## src/rtl/mips_pkg.sv

```systemverilog
// mips_pkg: shared opcode/funct encodings, ALU control codes and the
// EX-stage control bundle used by the ID/EX stage and its decoder.
package mips_pkg;

    // Primary opcodes (instr[31:26])
    localparam logic [5:0] OP_RTYPE = 6'h00;
    localparam logic [5:0] OP_BEQ   = 6'h04;
    localparam logic [5:0] OP_BNE   = 6'h05;
    localparam logic [5:0] OP_ADDI  = 6'h08;
    localparam logic [5:0] OP_ADDIU = 6'h09;
    localparam logic [5:0] OP_SLTI  = 6'h0A;
    localparam logic [5:0] OP_SLTIU = 6'h0B;
    localparam logic [5:0] OP_ANDI  = 6'h0C;
    localparam logic [5:0] OP_ORI   = 6'h0D;
    localparam logic [5:0] OP_XORI  = 6'h0E;
    localparam logic [5:0] OP_LW    = 6'h23;
    localparam logic [5:0] OP_SW    = 6'h2B;

    // R-type function codes (instr[5:0])
    localparam logic [5:0] FN_ADD  = 6'h20;
    localparam logic [5:0] FN_ADDU = 6'h21;
    localparam logic [5:0] FN_SUB  = 6'h22;
    localparam logic [5:0] FN_SUBU = 6'h23;
    localparam logic [5:0] FN_AND  = 6'h24;
    localparam logic [5:0] FN_OR   = 6'h25;
    localparam logic [5:0] FN_XOR  = 6'h26;
    localparam logic [5:0] FN_NOR  = 6'h27;
    localparam logic [5:0] FN_SLT  = 6'h2A;
    localparam logic [5:0] FN_SLTU = 6'h2B;

    // ALU control codes understood by the downstream ALU
    localparam logic [3:0] ALU_AND  = 4'b0000;
    localparam logic [3:0] ALU_OR   = 4'b0001;
    localparam logic [3:0] ALU_ADD  = 4'b0010;
    localparam logic [3:0] ALU_XOR  = 4'b0011;
    localparam logic [3:0] ALU_SUB  = 4'b0110;
    localparam logic [3:0] ALU_BNE  = 4'b0111;
    localparam logic [3:0] ALU_NOR  = 4'b1100;
    localparam logic [3:0] ALU_SLT  = 4'b1101;
    localparam logic [3:0] ALU_SLTU = 4'b1110;

    // Control carried alongside the operands into EX/MEM
    typedef struct packed {
        logic [3:0] alu_cntl;
        logic       reg_write;
        logic       mem_read;
        logic       mem_write;
        logic       illegal;
    } ex_ctrl_t;

    // Full decode result: EX control plus operand/destination steering
    typedef struct packed {
        ex_ctrl_t ctrl;
        logic     imm_zext;    // zero- rather than sign-extend imm
        logic     b_is_imm;    // ALU B takes the immediate
        logic     use_rs;
        logic     use_rt;
        logic     dest_is_rd;  // R-type writes rd, I-type writes rt
    } dec_t;

endpackage

```

## src/rtl/alu_cntl_decoder.sv

```systemverilog
// alu_cntl_decoder: combinational opcode/funct decode into ALU control,
// immediate mode, source usage, destination select and illegal flag.
module alu_cntl_decoder
    import mips_pkg::*;
(
    input  logic [5:0] opcode,
    input  logic [5:0] funct,
    output dec_t       dec
);

    // Decode one instruction; unknown encodings fall back to a harmless add
    always_comb begin
        // NOTE: every field gets a default before the case so no path leaves one unassigned (no latch).
        dec               = '0;
        dec.ctrl.alu_cntl = ALU_ADD;
        dec.use_rs        = 1'b1;
        dec.b_is_imm      = 1'b1;
        case (opcode)
            OP_RTYPE: begin
                dec.use_rt         = 1'b1;
                dec.b_is_imm       = 1'b0;
                dec.dest_is_rd     = 1'b1;
                dec.ctrl.reg_write = 1'b1;
                case (funct)
                    FN_ADD, FN_ADDU: dec.ctrl.alu_cntl = ALU_ADD;
                    FN_SUB, FN_SUBU: dec.ctrl.alu_cntl = ALU_SUB;
                    FN_AND:          dec.ctrl.alu_cntl = ALU_AND;
                    FN_OR:           dec.ctrl.alu_cntl = ALU_OR;
                    FN_XOR:          dec.ctrl.alu_cntl = ALU_XOR;
                    FN_NOR:          dec.ctrl.alu_cntl = ALU_NOR;
                    FN_SLT:          dec.ctrl.alu_cntl = ALU_SLT;
                    FN_SLTU:         dec.ctrl.alu_cntl = ALU_SLTU;
                    default: begin
                        dec.ctrl.illegal   = 1'b1;
                        dec.ctrl.reg_write = 1'b0;
                        dec.use_rs         = 1'b0;
                        dec.use_rt         = 1'b0;
                    end
                endcase
            end
            OP_ADDI, OP_ADDIU: dec.ctrl.reg_write = 1'b1;
            OP_SLTI: begin
                dec.ctrl.alu_cntl  = ALU_SLT;
                dec.ctrl.reg_write = 1'b1;
            end
            OP_SLTIU: begin
                dec.ctrl.alu_cntl  = ALU_SLTU;
                dec.ctrl.reg_write = 1'b1;
            end
            OP_ANDI: begin
                dec.ctrl.alu_cntl  = ALU_AND;
                dec.ctrl.reg_write = 1'b1;
                dec.imm_zext       = 1'b1;
            end
            OP_ORI: begin
                dec.ctrl.alu_cntl  = ALU_OR;
                dec.ctrl.reg_write = 1'b1;
                dec.imm_zext       = 1'b1;
            end
            OP_XORI: begin
                dec.ctrl.alu_cntl  = ALU_XOR;
                dec.ctrl.reg_write = 1'b1;
                dec.imm_zext       = 1'b1;
            end
            OP_LW: begin
                dec.ctrl.reg_write = 1'b1;
                dec.ctrl.mem_read  = 1'b1;
            end
            OP_SW: begin
                dec.ctrl.mem_write = 1'b1;
                dec.use_rt         = 1'b1;
            end
            OP_BEQ: begin
                dec.ctrl.alu_cntl = ALU_SUB;
                dec.use_rt        = 1'b1;
                dec.b_is_imm      = 1'b0;
            end
            OP_BNE: begin
                dec.ctrl.alu_cntl = ALU_BNE;
                dec.use_rt        = 1'b1;
                dec.b_is_imm      = 1'b0;
            end
            default: begin
                dec.ctrl.illegal = 1'b1;
                dec.use_rs       = 1'b0;
            end
        endcase
    end

endmodule

```

## src/rtl/id_ex_stage.sv

```systemverilog
// id_ex_stage: ID/EX pipeline register in front of the 32-bit ALU.
// Decodes, extends immediates, selects operands and stalls decode on hazards.
// Build option: FORWARDING_EN adds EX/MEM/WB forwarding so only load-use
// stalls; without it the stage stalls on any EX or MEM destination match.
module id_ex_stage
    import mips_pkg::*;
#(
    parameter int DATA_W  = 32,
    parameter int RADDR_W = 5
) (
    input  logic               clk,
    input  logic               reset,
    input  logic               id_valid,
    output logic               id_ready,
    input  logic [31:0]        id_instr,
    input  logic [DATA_W-1:0]  id_rs_data,
    input  logic [DATA_W-1:0]  id_rt_data,
    input  logic               flush,
    input  logic [DATA_W-1:0]  alu_result,
    input  logic               mem_wr_en,
    input  logic [RADDR_W-1:0] mem_addr,
    input  logic [DATA_W-1:0]  mem_data,
    input  logic               wb_wr_en,
    input  logic [RADDR_W-1:0] wb_addr,
    input  logic [DATA_W-1:0]  wb_data,
    output logic [DATA_W-1:0]  alu_a,
    output logic [DATA_W-1:0]  alu_b,
    output logic [3:0]         alu_cntl,
    output logic               alu_carry_in,
    output logic               ex_valid,
    output logic [RADDR_W-1:0] ex_dest,
    output logic               ex_reg_write,
    output logic               ex_mem_read,
    output logic               ex_mem_write,
    output logic [DATA_W-1:0]  ex_store_data,
    output logic               ex_illegal
);

    logic [RADDR_W-1:0] rs_addr, rt_addr, rd_addr, dest;
    logic [DATA_W-1:0]  imm_ext, rs_val, rt_val;
    dec_t               dec;
    ex_ctrl_t           ctrl_d, ctrl_q;
    logic               rs_ex_hit, rt_ex_hit, stall, accept;

    assign rs_addr = id_instr[25:21];
    assign rt_addr = id_instr[20:16];
    assign rd_addr = id_instr[15:11];

    alu_cntl_decoder u_dec (
        .opcode (id_instr[31:26]),
        .funct  (id_instr[5:0]),
        .dec    (dec)
    );

    assign dest    = dec.dest_is_rd ? rd_addr : rt_addr;
    assign imm_ext = {{(DATA_W-16){id_instr[15] & ~dec.imm_zext}}, id_instr[15:0]};

    // Register 0 is never written, so suppress its write enable
    always_comb begin
        ctrl_d           = dec.ctrl;
        ctrl_d.reg_write = dec.ctrl.reg_write && (dest != '0);
    end

    // Used sources that the held EX instruction is about to overwrite
    assign rs_ex_hit = dec.use_rs && (rs_addr != '0) && ctrl_q.reg_write && (ex_dest == rs_addr);
    assign rt_ex_hit = dec.use_rt && (rt_addr != '0) && ctrl_q.reg_write && (ex_dest == rt_addr);

`ifdef FORWARDING_EN
    logic unused_instr;
    assign unused_instr = ^id_instr[10:6];

    // Only a load in EX cannot be forwarded yet
    assign stall = ctrl_q.mem_read && (rs_ex_hit || rt_ex_hit);

    // Forward rs: EX result first, then MEM, then WB, else register file
    always_comb begin
        rs_val = id_rs_data;
        if (rs_ex_hit)                                                       rs_val = alu_result;
        else if (dec.use_rs && rs_addr != '0 && mem_wr_en && mem_addr == rs_addr) rs_val = mem_data;
        else if (dec.use_rs && rs_addr != '0 && wb_wr_en && wb_addr == rs_addr)   rs_val = wb_data;
    end

    // Forward rt with the same priority
    always_comb begin
        rt_val = id_rt_data;
        if (rt_ex_hit)                                                       rt_val = alu_result;
        else if (dec.use_rt && rt_addr != '0 && mem_wr_en && mem_addr == rt_addr) rt_val = mem_data;
        else if (dec.use_rt && rt_addr != '0 && wb_wr_en && wb_addr == rt_addr)   rt_val = wb_data;
    end
`else
    logic unused_fwd;
    assign unused_fwd = ^{id_instr[10:6], alu_result, mem_data, wb_wr_en, wb_addr, wb_data};

    // Register file is write-first, so only EX and MEM writers need to drain
    assign stall = rs_ex_hit || rt_ex_hit
                || (dec.use_rs && rs_addr != '0 && mem_wr_en && mem_addr == rs_addr)
                || (dec.use_rt && rt_addr != '0 && mem_wr_en && mem_addr == rt_addr);
    assign rs_val = id_rs_data;
    assign rt_val = id_rt_data;
`endif

    // A flush discards the incoming instruction, so it also releases a stall
    assign id_ready = flush || !(id_valid && stall);
    assign accept   = id_valid && !stall && !flush;

    // Capture the accepted instruction, otherwise load a bubble
    always_ff @(posedge clk) begin
        // NOTE: operand registers are cleared too, since every output must read 0 after reset and in a bubble.
        if (reset || !accept) begin
            // NOTE: non-blocking assignments keep all state updates in step at the clock edge.
            ctrl_q        <= '0;
            ex_valid      <= 1'b0;
            ex_dest       <= '0;
            alu_a         <= '0;
            alu_b         <= '0;
            ex_store_data <= '0;
        end else begin
            ctrl_q        <= ctrl_d;
            ex_valid      <= 1'b1;
            ex_dest       <= dest;
            alu_a         <= rs_val;
            alu_b         <= dec.b_is_imm ? imm_ext : rt_val;
            ex_store_data <= rt_val;
        end
    end

    assign alu_cntl     = ctrl_q.alu_cntl;
    assign ex_reg_write = ctrl_q.reg_write;
    assign ex_mem_read  = ctrl_q.mem_read;
    assign ex_mem_write = ctrl_q.mem_write;
    assign ex_illegal   = ctrl_q.illegal;
    assign alu_carry_in = 1'b0;

endmodule
```

## config.mk

```make
export PLATFORM = sky130hd
export DESIGN_NAME = id_ex_stage
export DESIGN_NICKNAME = d
export VERILOG_FILES = /design/src/rtl/mips_pkg.sv /design/src/rtl/alu_cntl_decoder.sv /design/src/rtl/id_ex_stage.sv
export SDC_FILE = /design/constraint.sdc
export NUM_CORES = 1
export LEC_CHECK = 0
export ABC_AREA = 1
export CAP_MARGIN = 20
export CORE_AREA = 2 2 123 125
export CTS_CLUSTER_DIAMETER = 150
export DETAILED_ROUTE_END_ITERATION = 8
export DIE_AREA = 0 0 125 127
export DONT_BUFFER_PORTS = 1
export GPL_TIMING_DRIVEN = 1
export SYNTH_ARGS = -nofsm -noshare
export SYNTH_HDL_FRONTEND = slang
export SYNTH_SLANG_ARGS = --single-unit
```

## constraint.sdc

```tcl
create_clock -name clk -period 1.8 [get_ports clk]
set_input_delay 0 -clock clk [delete_from_list [all_inputs] [get_ports clk]]
set_output_delay 0 -clock clk [all_outputs]
set_load 0.05 [all_outputs]
```

* Word-level counts from Yosys, hierarchy flattened
Cells that the tools add are included.
** Storage, ports and cells
- Register bits after elaboration :: 110
- Bits in latches :: 0
- RAM bits :: 0
- Bits in read-only memories :: 0
- Input bits :: 208
- Output and inout port bits :: 112
- Word-level logic and storage cells :: 87
- Memories :: 0
** Operators by class
- $add $sub $neg :: 0
- Multipliers :: 0
- Divide/modulo/power cells :: 0
- $lt $le $gt $ge :: 0
- Equal/unequal tests :: 25
- Shifts and indexed selects :: 0
- Mux-type cells :: 16
- Bitwise operators :: 2
- Reductions and logical operators :: 34
** Operator list (number)
- $eq A6 B6 Y1 const B :: 12
- $eq A6 B4 Y1 const B :: 7
- $mux W32 :: 1
- $pmux W4 S8 :: 1
- $pmux W4 S7 :: 1
- $eq A5 B5 Y1 :: 4
- $reduce_bool A5 Y1 :: 3
- $logic_and A1 B1 Y1 :: 14
- $eq A6 B3 Y1 const B :: 2
- $reduce_or A11 Y1 :: 1
- $reduce_or A10 Y1 :: 1
- $reduce_or A3 Y1 :: 3
- $pmux W1 S2 :: 4
- $reduce_or A8 Y1 :: 1
- $mux W1 :: 7
- $logic_not A6 Y1 :: 1
- $logic_or A1 B1 Y1 :: 5
- $mux W5 :: 1
- $logic_not A1 Y1 :: 4
- $mux W2 :: 1
- $reduce_or A2 Y1 :: 1
- $and A1 B1 Y1 :: 1
- $not A1 Y1 :: 1

* Longest topological paths before layout
- Word-level depth :: 16
- Depth in mapped cells :: 12
- Depth with buffers taken out :: 10

* Modules after synthesis
From an unflattened synthesis, not the netlist that was laid out.
** Second synthesis, totals
- Cells, all modules :: 553
- Area total of the unflattened synthesis :: 4154.0 um2
** By module, submodules not included
- id_ex_stage :: instances 1, cells an instance 466, area each 3747.3 um2, sequential area each 2202.1 um2
- alu_cntl_decoder :: instances 1, cells an instance 87, area each 406.6 um2, sequential area each 0.0 um2

* Worst setup path before layout
OpenSTA, ideal clock, no wires.
- Path type :: flip-flop to flip-flop
- Start :: register ex_dest[0]
- End :: register ex_dest[4]
- Setup time :: 0.121 ns
- Arrival :: 1.600 ns
- Required time :: 1.679 ns
- Path slack :: 0.079 ns
- Stages on the path, launching flop included :: 12
- Path buffers :: 2
- Clock period less this slack :: 1.721 ns
- Cell sequence :: dfxtp_1 -> inv_1 -> nand2_1 -> nand2_1 -> nor2_1 -> nand3_1 -> nand2_1 -> nand3_1 -> nand3_1 -> buf_6 -> buf_6 -> nor2_1
** Between the ends
- Longest elaborated chain between the ends :: 10
- Elaborated cells between the ends (all ways) :: 12
- Classes of those cells :: eq/ne (2); reduce/logical (10)
** Ends and longest elaborated chain
- from (decl) :: RTL line id_ex_stage.sv:31 : output logic [RADDR_W-1:0] ex_dest,
- from (signal assigned) :: RTL line id_ex_stage.sv:120 : ex_dest <= dest;
- $eq A5 B5 Y1 (on tied branches) :: RTL line id_ex_stage.sv:65, id_ex_stage.sv:66
- $logic_and A1 B1 Y1 (on tied branches) :: RTL line id_ex_stage.sv:65, id_ex_stage.sv:66
- $logic_or A1 B1 Y1 * :: RTL line id_ex_stage.sv:95 : assign stall = rs_ex_hit || rt_ex_hit
- $logic_or A1 B1 Y1 * :: RTL line id_ex_stage.sv:96 : || (dec.use_rs && rs_addr != '0 && mem_wr_en && mem_addr == rs_addr)
- $logic_or A1 B1 Y1 * :: RTL line id_ex_stage.sv:97 : || (dec.use_rt && rt_addr != '0 && mem_wr_en && mem_addr == rt_addr);
- $logic_not A1 Y1 * :: RTL line id_ex_stage.sv:104 : assign accept = id_valid && !stall && !flush;
- $logic_and A1 B1 Y1 * (2 in series) :: RTL line id_ex_stage.sv:104
- $logic_not A1 Y1 * :: RTL line id_ex_stage.sv:109 : if (reset || !accept) begin
- $logic_or A1 B1 Y1 * :: RTL line id_ex_stage.sv:109
Every way passes the cells marked *; elsewhere a longest branch is shown, timed or not.
A chain may end at the register's enable or synchronous reset.

* Worst setup path after layout
- Start :: input port id_instr[3]
- End :: output port id_ready
** Between the ends
- Longest elaborated chain between the ends :: 13
- Elaborated cells between the ends (all ways) :: 30
- Classes of those cells :: eq/ne (10); mux (3); reduce/logical (17)
** Ends and longest elaborated chain
- from (decl) :: RTL line id_ex_stage.sv:15 : input logic [31:0] id_instr,
- $eq A6 B6 Y1 :: RTL line alu_cntl_decoder.sv:24 : case (funct)
- $reduce_or A10 Y1 (no source line) *
- $mux W2 * :: RTL line alu_cntl_decoder.sv:24
- $pmux W1 S2 :: RTL line alu_cntl_decoder.sv:18 : case (opcode)
- $logic_and A1 B1 Y1 (on tied branches)
- $logic_and A1 B1 Y1 (on tied branches) (2 in series) :: RTL line id_ex_stage.sv:65, id_ex_stage.sv:66
- $logic_or A1 B1 Y1 :: RTL line id_ex_stage.sv:95
- $logic_or A1 B1 Y1 :: RTL line id_ex_stage.sv:96
- $logic_or A1 B1 Y1 * :: RTL line id_ex_stage.sv:97
- $logic_and A1 B1 Y1 * :: RTL line id_ex_stage.sv:103 : assign id_ready = flush || !(id_valid && stall);
- $logic_not A1 Y1 * :: RTL line id_ex_stage.sv:103
- $logic_or A1 B1 Y1 * :: RTL line id_ex_stage.sv:103
- to (decl) :: RTL line id_ex_stage.sv:14 : output logic id_ready,
Marks and branches as above.

==> results.cfg <==
[timing]
finalSetupTns_ns = 0
hold_ws_ns = 0.01088
drv_slew = 0
worst_slew_pin_slew_ns = 0.5604
grt_setup_unrepaired = false
timing_hold_violations_final = 0
fmaxAchievable_ghz = 0.5973
final_period_minus_worst_setup_slack_ns = 1.674
timing.final.crit_share = 0.9302
finalSetupViolCount = 0
skew_ns = 0.006973
relSlewSlack = 0.6259

[synthesis]
ys_dominant_reg_cell = sky130_fd_sc_hd__dfxtp_1
synth_top_area_frac = 0.5273
synth_top_family_by_area = simple AND/OR/NAND/NOR gates
synth_edf_count = 0
synth-adder-area-share = 0
syn_avg_cell_area_um2 = 7.302
synth_most_common_cell = sky130_fd_sc_hd__nor2_1
yosys_warnings = 0
synthTopCellsByArea = sky130_fd_sc_hd__dfxtp_1, sky130_fd_sc_hd__nor2_1, sky130_fd_sc_hd__inv_1
synth.lib_cells_used.distinct = 21
simple_gate_share_of_the_synthesized_area = 0.2612
synth.mux.area_fraction = 0
yosys-top-cells-count = sky130_fd_sc_hd__nor2_1, sky130_fd_sc_hd__inv_1, sky130_fd_sc_hd__dfxtp_1
post_synthesis_compound_gate_area_fraction = 0.06201
yosys_register_bits = 110
synth.net_count = 780
yosys.area_share.xor_xnor = 0
synth_cell_area_um2 = 4177
synth_sequential_area_ratio = 0.5273
synthArstFlopShare = 0
synth_top_cell_by_area = sky130_fd_sc_hd__dfxtp_1
cells_after_synthesis = 572

[global_route]
groute.layer.met1.usage = 0.1656
grt.met3_usage = 0.04732
grt_overflow = 0
number_of_global_route_vias_before_repair = 3497
busiest_layer = met2
antenna_found_initial = 0
grt_max_degree = 44
track_usage = 0.1439
grt_pass1_wl_um = 18000
groute.layer.met2.usage = 0.2468

[clock_tree]
tritoncts_num_sinks = 110
numCtsBuffers = 9
post_cts_buffers = 0
cts_tree = done
clock_latency_ns = 0.35
htree_num_levels = 3
clockBufferDepth = 2
clockRootBuffer = sky130_fd_sc_hd__clkbuf_16
path_clk_slew_ns = 0.07

[worst_setup_path]
critical_path_arrival_ns = 1.67
endpoint_kind = output port
critPathMostFrequentCell = sky130_fd_sc_hd__nand2_1
critical_path_required_ns = 1.80
launching_element_type_of_the_critical_path = input pin
path_cells = dlygate4sd3_1 -> inv_1 -> nor2_2 -> nand3_1 -> nand2_1 -> nand2_1 -> nand2_1 -> nand3_2 -> nand2_1 -> nand3_1 -> buf_4
critical_path_class = in -> out
timing.critical_path.buf_inv = 3
critical_path.max_fanout = 3
critical_path_s_slowest_cell = sky130_fd_sc_hd__dlygate4sd3_1
slowest_delay_ns = 0.55
critPathTopFamily = simple AND/OR/NAND/NOR gates

[power]
p_per_area_nw_per_um2 = 931.9
power.leakage_nw = 2.829
netSwitchingFraction = 0.2864
power.net_switching_mw = 1.493
clockPowerShare = 0.380
comb_power_share = 0.092
power_frac_seq = 0.528
vdd_drop_max_uv = 453.9
cellInternalPower_mw = 3.720
report.power.total_mw = 5.212

[route]
initialDrtViolationCount = 192
remaining_drc_errors = 0
antenna_left = 0
drt-total-wl_um = 11810
drt_pass1_iterations = 4
drt-wirelength-per-cell_um = 13.81
via_count = 3642
detail_route.vias_per_cell = 4.260

[die]
top_level_ports = 320
die-width_um = 125
floorplan.rows = 44
core_um2 = 14420
fp.dieArea_um2 = 15880
start_util = 0.2896
dieHeight_um = 127

[layout]
antenna-diode-count = 0
finalCoreUtilization = 0.3878
layout.nets = 874
areaGrowthSynthToFinish_pct = 33.91
layout_cell_share_with_drive_strength_beyond_1 = 0.06706
finish.cell_count_without_fillers = 855

[run]
max_cap_viols = 0

[run_status]
outcome = finished clean

[placement]
dp_hpwl_um = 8048
place_congestion = 0.8882
portBuffers = 0
post-place-cells = 750

[min_path]
hold_class = in -> reg
==> power by group through the flow <==
stage	Combinational (mW)	Sequential, mW	Clock, mW
detailed placement	0.312	2.81	0
global route	0.540	2.76	2.18
CTS	0.476	2.75	2.06
finish	0.481	2.75	1.98
floorplan	0.251	2.81	0
global placement	0.308	2.81	0
==> final cells by class <==
cell class | count | area, µm²
multi-input combinational | 322 | 1381
clock buffer | 9 | 225.2
tap | 184 | 230.2
inverter | 121 | 454.2
clock inverter | 7 | 70.07
timing repair buffer | 102 | 1026
sequential | 110 | 2206
fill | 1476 | 8831
==> state kept, by name, summed over array words and instances, names as in the netlist <==
| name | flops |
|---|---|
| ex_dest | 5 |
| alu_b | 32 |
| ex_store_data | 32 |
| ex_illegal | 1 |
| ex_valid | 1 |
| ex_mem_read | 1 |
| alu_cntl | 4 |
| alu_a | 32 |
| ex_mem_write | 1 |
| ex_reg_write | 1 |
==> metal layers <==
metal,part of all wire,up-vias
met4,0.030,0
met2,0.49,136
li1,-,1866
met1,0.42,1619
met5,0,-
met3,0.065,21
==> logic make-up after synthesis <==
kind of cell / after synthesis
simple gates: 272
other cells: 1
buf+inv: 140
compound gates: 49
flops: 110
==> tightest hold or removal path: stages <==
cell	delay (ns)
sky130_fd_sc_hd__nand2_1	0.04
sky130_fd_sc_hd__nor2_1	0.07
sky130_fd_sc_hd__nand3_4	0.15
sky130_fd_sc_hd__nor2_1	0.05
==> final timing paths <==
check | cells past startpoint | from | to | slack, ns
worst max register to register | 9 | ex_dest[2] | ex_store_data[6] | 0.33
worst min-delay path | 4 | id_valid | ex_dest[0] | 0.01
worst min register to register | 7 | ex_reg_write | alu_b[11] | 0.94
worst max-delay path | 11 | id_instr[3] | id_ready | 0.13
==> timing repair <==
| item | in CTS | in global routing |
|---|---|---|
| endpoints found under the setup margin | 0 | 1 |
| gates resized for setup | 0 | 7 |
| hold buffers | 89 | 0 |
| hold endpoints to repair | 104 | 0 |
==> per-stage QoR <==
stage,worst slack (ns),area (µm²)
2_1_floorplan,0.07872,4177
3_3_place_gp,0.2660,4388
3_5_place_dp,0.2690,4388
4_1_cts,0.07727,5574
5_1_grt,0.006213,5593
6_report,0.1257,5593
==> cell usage in the layout, fill, tap and decap left out <==
cell type	synthesis	layout
sky130_fd_sc_hd__nor2_1	138	137
sky130_fd_sc_hd__inv_1	120	120
sky130_fd_sc_hd__dfxtp_1	110	107
sky130_fd_sc_hd__nand2_1	96	95
sky130_fd_sc_hd__dlygate4sd3_1	0	89
sky130_fd_sc_hd__o21ai_0	25	25
sky130_fd_sc_hd__nand3_1	25	22
sky130_fd_sc_hd__a21oi_1	22	22
sky130_fd_sc_hd__buf_4	1	10
sky130_fd_sc_hd__clkbuf_16	0	9
sky130_fd_sc_hd__nand2_2	3	4
sky130_fd_sc_hd__nand4_1	3	3
sky130_fd_sc_hd__nor3_1	3	3
sky130_fd_sc_hd__inv_6	0	3
sky130_fd_sc_hd__dfxtp_2	0	3
sky130_fd_sc_hd__buf_12	0	3
sky130_fd_sc_hd__nor2_4	2	2
sky130_fd_sc_hd__nor2_2	1	2
sky130_fd_sc_hd__nand3_2	0	2
sky130_fd_sc_hd__inv_8	0	2
sky130_fd_sc_hd__nand3_4	0	1
sky130_fd_sc_hd__and3_1	1	1
sky130_fd_sc_hd__inv_2	1	1
sky130_fd_sc_hd__o211ai_1	1	1
sky130_fd_sc_hd__a21oi_4	1	1
sky130_fd_sc_hd__conb_1	1	1
sky130_fd_sc_hd__inv_12	0	1
sky130_fd_sc_hd__clkinv_2	0	1
(Power assumes the default switching activity.)
